[src/rtl/fifo_wr_arbiter.sv]
// rtl/fifo_wr_arbiter.sv - round-robin write-port arbiter with credit tracking for sync_fifo
//
// Shares the single write port of sync_fifo among NREQ producers. A credit
// counter (level) covers entries already in the FIFO plus the one in flight
// in the write register, so a write is never issued to a full FIFO. A
// flush/drain handshake stops granting until the consumer empties the FIFO.
//
// Optional feature: define FIFO_WR_ARB_STATS_EN to add per-requester
// saturating grant counters on port gnt_cnt.
//
// Ports:
//   clock          rising-edge clock
//   reset_n        asynchronous active-low reset
//   req            per-requester write request, held until granted
//   req_data       per-requester write data, packed [NREQ-1:0][WIDTH-1:0]
//   gnt            one-hot combinational grant; data is taken at this edge
//   fifo_wr_en     registered FIFO write strobe
//   fifo_wr_data   registered FIFO write data
//   fifo_rd_valid  FIFO pop accepted this cycle
//   fifo_full      FIFO full flag, used only by the overflow check
//   flush          drain request, sampled in RUN
//   flush_done     one-cycle pulse when the drain completes
//   level          credit count: entries in the FIFO plus in flight
//   almost_full    level >= SIZE-ALERT_DEPTH
//   gnt_cnt        per-requester grant counters (FIFO_WR_ARB_STATS_EN only)

module fifo_wr_arbiter #(
   parameter int NREQ        = 4,
   parameter int WIDTH       = 32,
   parameter int SIZE        = 16,
   parameter int ALERT_DEPTH = 3,
   localparam int LW         = $clog2(SIZE + 1),
   localparam int PW         = (NREQ > 1) ? $clog2(NREQ) : 1
) (
   input  logic                        clock,
   input  logic                        reset_n,
   input  logic [NREQ-1:0]             req,
   input  logic [NREQ-1:0][WIDTH-1:0]  req_data,
   output logic [NREQ-1:0]             gnt,
   output logic                        fifo_wr_en,
   output logic [WIDTH-1:0]            fifo_wr_data,
   input  logic                        fifo_rd_valid,
   input  logic                        fifo_full,
   input  logic                        flush,
   output logic                        flush_done,
   output logic [LW-1:0]               level,
   output logic                        almost_full
`ifdef FIFO_WR_ARB_STATS_EN
   ,
   output logic [NREQ-1:0][15:0]       gnt_cnt
`endif
);

   typedef enum logic [1:0] {
      RUN   = 2'd0,
      DRAIN = 2'd1,
      DONE  = 2'd2
   } state_t;

   state_t          state;
   state_t          state_nxt;
   logic [PW-1:0]   rr_ptr;
   logic [PW-1:0]   win;
   logic [PW-1:0]   cand;
   logic            found;
   logic            can_issue;
   logic            any_gnt;

   assign can_issue   = (level < LW'(SIZE));
   assign almost_full = (level >= LW'(SIZE - ALERT_DEPTH));

   // Search starts at rr_ptr and wraps, so the last winner has lowest priority.
   always_comb begin
      win   = '0;
      cand  = '0;
      found = 1'b0;
      for (int k = 0; k < NREQ; k++) begin
         cand = PW'((int'(rr_ptr) + k) % NREQ);
         if (!found && req[cand]) begin
            found = 1'b1;
            win   = cand;
         end
      end
   end

   // reset_n gates the grant so it drops immediately, not at the next edge.
   always_comb begin
      gnt = '0;
      if (reset_n && state == RUN && can_issue && found) begin
         gnt[win] = 1'b1;
      end
   end

   assign any_gnt = |gnt;

   always_comb begin
      state_nxt  = state;
      flush_done = 1'b0;
      case (state)
         RUN:     if (flush) state_nxt = DRAIN;
         DRAIN:   if (level == '0) state_nxt = DONE;
         DONE: begin
            flush_done = 1'b1;
            state_nxt  = RUN;
         end
         default: state_nxt = RUN;
      endcase
   end

   always_ff @(posedge clock or negedge reset_n) begin
      if (!reset_n) begin
         state        <= RUN;
         rr_ptr       <= '0;
         fifo_wr_en   <= 1'b0;
         fifo_wr_data <= '0;
         level        <= '0;
      end else begin
         state      <= state_nxt;
         fifo_wr_en <= any_gnt;
         if (any_gnt) begin
            fifo_wr_data <= req_data[win];
            rr_ptr       <= (win == PW'(NREQ - 1)) ? '0 : win + 1'b1;
         end
         // A pop at level==0 is illegal; the counter holds instead of wrapping.
         if (any_gnt && !fifo_rd_valid) begin
            level <= level + 1'b1;
         end else if (!any_gnt && fifo_rd_valid && level != '0) begin
            level <= level - 1'b1;
         end
      end
   end

`ifdef FIFO_WR_ARB_STATS_EN
   always_ff @(posedge clock or negedge reset_n) begin
      if (!reset_n) begin
         gnt_cnt <= '0;
      end else begin
         for (int i = 0; i < NREQ; i++) begin
            if (gnt[i] && gnt_cnt[i] != 16'hFFFF) begin
               gnt_cnt[i] <= gnt_cnt[i] + 16'd1;
            end
         end
      end
   end
`endif

   a_no_underflow: assert property (@(posedge clock) disable iff (!reset_n)
      !(fifo_rd_valid && level == '0));

   a_no_overflow: assert property (@(posedge clock) disable iff (!reset_n)
      !(fifo_wr_en && fifo_full && !fifo_rd_valid));

endmodule

[config.mk]
export PLATFORM = sky130hd
export DESIGN_NAME = fifo_wr_arbiter
export DESIGN_NICKNAME = d
export VERILOG_FILES = /design/src/rtl/fifo_wr_arbiter.sv
export SDC_FILE = /design/constraint.sdc
export NUM_CORES = 1
export LEC_CHECK = 0
export BUFFER_PORTS_ARGS = -buffer_cell sky130_fd_sc_hd__buf_2
export CAP_MARGIN = 25
export CORE_UTILIZATION = 43
export DETAILED_ROUTE_END_ITERATION = 10
export PLACE_DENSITY = 0.83
export SKIP_CTS_REPAIR_TIMING = 1
export SYNTH_ARGS = -nofsm -noshare
export SYNTH_HDL_FRONTEND = slang
export SYNTH_SLANG_ARGS = --single-unit
[constraint.sdc]
create_clock -name clock -period 3.8 [get_ports clock]
set_input_delay 0.76 -clock clock [delete_from_list [all_inputs] [get_ports clock]]
set_output_delay 0.76 -clock clock [all_outputs]
set_load 0.01 [all_outputs]
# Word-level counts from Yosys, hierarchy flattened
# Index checks and enable logic that the tools add are counted.
[op_classes]
multipliers = 0
div_mod_pow = 0
addsub = 6
eq_ne = 5
n_bitwise = 0
reduce_logical = 21
shift = 0
n_lt_le_gt_ge = 8
n_mux = 28
[op_table]
columns = ["op", "n"]
rows = [
  ["$bmux W32 S2", 1],
  ["$mux W32", 1],
  ["$lt A2 B3 Y1 const B", 5],
  ["$mux W2", 7],
  ["$logic_and A1 B1 Y1", 10],
  ["$mux W1", 10],
  ["$mux W5", 2],
  ["$bmux W1 S2", 4],
  ["$add A5 B1 Y5 const B", 1],
  ["$ge A5 B4 Y1 const B", 1],
  ["$logic_not A1 Y1", 5],
  ["$logic_not A5 Y1", 1],
  ["$lt A5 B5 Y1 const B", 1],
  ["$reduce_bool A5 Y1", 1],
  ["$sub A5 B1 Y5 const B", 1],
  ["$add A2 B1 Y2 const B", 2],
  ["$add A2 B2 Y2 const B", 2],
  ["$eq A2 B2 Y1 const B", 2],
  ["$mux W4", 1],
  ["$ne A2 B2 Y1 const B", 2],
  ["$pmux W2 S2", 1],
  ["$reduce_or A4 Y1", 1],
  ["$demux W1 S2", 1],
  ["$eq A2 B1 Y1 const B", 1],
  ["4 further kinds", 4],
]
[word_totals]
output_inout_bits = 44
ff_bits = 42
in_bits = 137
latchBits = 0
ramBits = 0
word_cells = 73
romBits = 0
memories = 0

# Depth between registers and ports, before layout
[logic_depth]
depth_word = 23
ltp_mapped = 20
mapped_depth_nobuf = 15

# Worst setup path after synthesis
# OpenSTA, ideal clock, no wires.
[synth_timing]
path_kind = "input -> register"
start = "input port req[3]"
end = "register level[3]"
setup_time_ps = 87
t_arrival_ps = 3584
path_stages = 19
setup_slack_ps = 129
n_path_buf = 4
path_cell_list = "nand2b_1 a21oi_1 a211o_1 clkbuf_1 buf_6 buf_6 inv_1 ha_1 or4_1 nand3_2 buf_6 nor2_4 inv_1 ha_1 a21o_1 a21oi_1 xnor2_1 a22oi_1 a22oi_1"
[synth_via]
elab_chain_len = 22
elab_cells_between_ends = 36
cone_classes = "order compare: 2; mux: 20; reduce/logical: 14"
[synth_lines]
columns = ["element", "line", "rtl"]
rows = [
  ["start, declared", "37", "input logic [NREQ-1:0] req,"],
  ["$bmux W1 S2", "79", "if (!found && req[cand]) begin"],
  ["$mux W1 (implied by the code)", "79", ""],
  ["$mux W1", "79", ""],
  ["$logic_not A1 Y1", "79", ""],
  ["$logic_and A1 B1 Y1", "79", ""],
  ["$mux W1", "79", ""],
  ["$logic_not A1 Y1", "79", ""],
  ["$logic_and A1 B1 Y1", "79", ""],
  ["[... 5 more ...]", "--", ""],
  ["$logic_and A1 B1 Y1 (implied by the code)", "90", "gnt[win] = 1'b1;"],
  ["$mux W1 (implied by the code)", "90", ""],
  ["$demux W1 S2", "90", ""],
  ["$mux W4 (*)", "89", "if (reset_n && state == RUN && can_issue && found) begin"],
  ["$reduce_or A4 Y1 (*)", "94", "assign any_gnt = |gnt;"],
  ["$logic_not A1 Y1", "127", "end else if (!any_gnt && fifo_rd_valid && level != '0) begin"],
  ["$logic_and A1 B1 Y1 (2 in a row)", "127", ""],
  ["$reduce_bool A2 Y1 (no source line)", "--", ""],
  ["end signal, assigned", "126", "level <= level + 1'b1;"],
  ["end signal, assigned", "128", "level <= level - 1'b1;"],
  ["end, declared", "46", "output logic [LW-1:0] level,"],
]
# Every way passes the cells marked *; elsewhere a longest branch is shown, timed or not. The select of a mux whose other input is x is not followed.
# A chain may end at the register's enable or synchronous reset.

# Worst setup path in the final report
# Same ends and word-level chain as after synthesis.

==> results.txt <==
wire per inst: 14.8 um
total grt overflow: 0
kind of critical path: in2reg
# IOs: 181
met3 Use GR: 0.0389
htree depth: 2
DRC violations left: 0
met1 Track Usage GR: 0.245
Seq cells post-synth: 42
number of synthesized flops with an enable pin: 0
Post-DP HPWL: 5950 um
clock share of power: 0.146
synth top area cells: dfrtp_1 38%, mux2i_1 24%, o221ai_1 9.8%
ys flop type: dfrtp_1
Num CTS Buffers: 5
Cell Area, Synth: 0.00276 sq mm
ant diodes: 0
PwrDens: 617 mW/mm^2
clock skew: 0.00963 ns
crit-path max FO: 6
max cap viols: 0
Slew Limit Fails: 0
sequential share of power: 0.341
Setup violations, final: 0
worst setup path start: req[3]
Initial DRC Count: 71
CP Launch Type: input pin
Multi-input gate area: 0.00156 sq mm
post-route ant nets: 0
HP Start: fifo_wr_data[1]$_DFFE_PN0P_
TritonRoute pass-1 iters: 4
ys async rst share: 1.00
Slew @ Worst Pin: 0.555 ns
drt total wl: 7580 um
number of global-route vias before repair: 2517
area leader, netlist: dfrtp_1
final worst setup slack: 0.445 ns
Reg clk slew, reported paths: 0.08 ns
internal power: 1420 uW
share of cells above drive strength 1: 0.470
RSZ-0062 raised after global routing: no
sw frac: 0.392
Via-to-Cell Ratio: 5.40
LEAKAGE: 0.00222 uW
setup TNS: 0 ns
Global Route met2 Usage: 0.422
NetSw: 918 uW
antenna violations before repair: 0
first-pass GRT wire length: 11200 um
Final nets: 582
# port buffers: 179
register area: 0.00105 sq mm
Core ar.: 0.00606 sq mm
Tmin final: 3.35 ns
period utilization: 0.883
Total Power: 2340 uW
Mapped Cells: 262
crit end category: flop
Required @ worst endpoint: 4.00 ns
yosys warns: 0
Fillers: 553
site row count: 28
Synth top area share: 0.381
Via Count: 2768
Hold Crit Class: reg2reg
grt peak-use layer: met2
Peak supply drop: 0.383 mV
largest net degree at the start of global routing: 43
RePlAce Congestion: 0.807
Worst R2R Start: rr_ptr[1]$_DFFE_PN0P_
global-route usage over all layers: 0.219
initial core utilization: 0.455
Clock Path Buffers: 2
TritonCTS clock tree: yes
Syn Area/Cell: 10.5 sq um
Max Freq: 0.298 GHz
cell total after placement: 505
status: complete, no violations
die width: 82.1 um
Util after Layout: 0.626
pre-CTS WS: 0.141 ns
Post-Layout Cell Count: 513
Final Hold Viols: 0
Distinct cells, synth: 41
register area share after synthesis: 0.381
Slew headroom: 0.630
Comb pwr share: 0.513
Die H: 82.1 um
Worst-Skew Late Latency: 0.29 ns
Area growth syn-to-layout: 37.6%
Root Buffer Master: clkbuf_8
Worst EP arrival: 3.56 ns
die area: 0.00674 sq mm
Mapped Nets: 407
Clock Sinks: 42
cell type report:
class / count / share of cell area
Clock buffer: 7 / 0.0201
Clock inverter: 1 / 0.00792
Inverter: 8 / 0.00792
Multi-Input combinational cell: 193 / 0.410
Sequential cell: 42 / 0.277
Tap cell: 75 / 0.0247
Timing Repair Buffer: 187 / 0.252
layout by cell type, fill, tap and decap left out, types with 2 or more instances in the layout:
cell type and n:
xnor2_1 2, nor2_1 5, clkbuf_8 5, nor3_1 2
nand2_1 41, mux2i_1 65, ha_1 7, o221ai_1 31
nand2b_1 2, clkbuf_1 2, inv_2 2, a22oi_1 2
and3_1 4, buf_4 8, buf_2 179, a21oi_1 5
inv_1 6, or4_1 2, dfrtp_1 42, a21oi_2 2
nor3b_1 2, a21o_1 2
Yosys cell counts, drive strengths merged, types with 2 or more instances:
| master | n |
|---|---|
| and3 | 5 |
| nand2b | 2 |
| a22oi | 2 |
| or4 | 3 |
| nor3 | 2 |
| mux2i | 65 |
| o221ai | 31 |
| clkbuf | 4 |
| nor3b | 2 |
| a21oi | 7 |
| inv | 8 |
| or2 | 2 |
| xnor2 | 3 |
| ha | 7 |
| dfrtp | 42 |
| nand2 | 41 |
| nor2 | 6 |
| a21o | 2 |
| buf | 15 |
state kept, by name (all words and copies together), names as in the netlist:
name,flops
state,2
fifo_wr_data,32
rr_ptr,2
level,5
fifo_wr_en,1
per-layer routing:
| layer | share of wire | vias up |
|---|---|---|
| met5 | 0 | - |
| li1 | - | 1326 |
| met1 | 0.39 | 1321 |
| met4 | 0.0088 | 0 |
| met2 | 0.55 | 115 |
| met3 | 0.055 | 6 |
logic make-up (layout without fill, tap and decap cells):
kind of cell / after synthesis / count (layout) / synth area share
XOR/XNOR: 4 / 4 / 0.0154
adder cells (fa/ha/maj): 8 / 8 / 0.0390
AND/OR/NAND/NOR: 67 / 67 / 0.125
flip-flops: 42 / 42 / 0.381
buffers and inverters: 27 / 203 / 0.0576
AO/OA/AOI/OAI: 49 / 49 / 0.146
multiplexers: 65 / 65 / 0.236
power groups by stage:
| stage | Clock, uW | Combinational (uW) | Sequential, uW |
|---|---|---|---|
| final | 343 | 1200 | 798 |
| after global routing | 373 | 1320 | 822 |
| after CTS | 351 | 1220 | 797 |
| after detailed placement | 0 | 1220 | 799 |
| after global placement | 0 | 1160 | 794 |
| after floorplan | 0 | 754 | 865 |
through the flow:
| stage | hold slack, ns | instance area, sq um |
|---|---|---|
| floorplan | 0.464 | 2760 |
| global placement | 0.466 | 3690 |
| detailed placement | 0.473 | 3690 |
| CTS | 0.490 | 3790 |
| global route | 0.510 | 3790 |
| finish | 0.488 | 3790 |
critical path: stages:
cell	delay, ns
buf_2	0.12
mux2i_1	0.08
o2bb2ai_1	0.14
nor2_1	0.27
inv_2	0.12
ha_1	0.22
or4_1	0.52
nand3_2	0.13
nor2_4	0.06
inv_1	0.10
ha_1	0.25
a21o_1	0.18
a21oi_1	0.16
xnor2_1	0.17
a22oi_1	0.10
a22oi_1	0.18
final timing paths:
check	endpoint	slack [ns]	depth (start not counted)
worst min register to register	fifo_wr_data[1]$_DFFE_PN0P_	0.49	2
min in group asynchronous	fifo_wr_data[23]$_DFFE_PN0P_	0.58	2
worst max register to register	level[3]$_DFFE_PN0P_	0.52	15
worst min-delay path	fifo_wr_data[1]$_DFFE_PN0P_	0.49	2
worst max-delay path	level[3]$_DFFE_PN0P_	0.45	16
max in group asynchronous	fifo_wr_data[8]$_DFFE_PN0P_	2.83	2
Note: power is estimated with default switching activity, not from simulation.
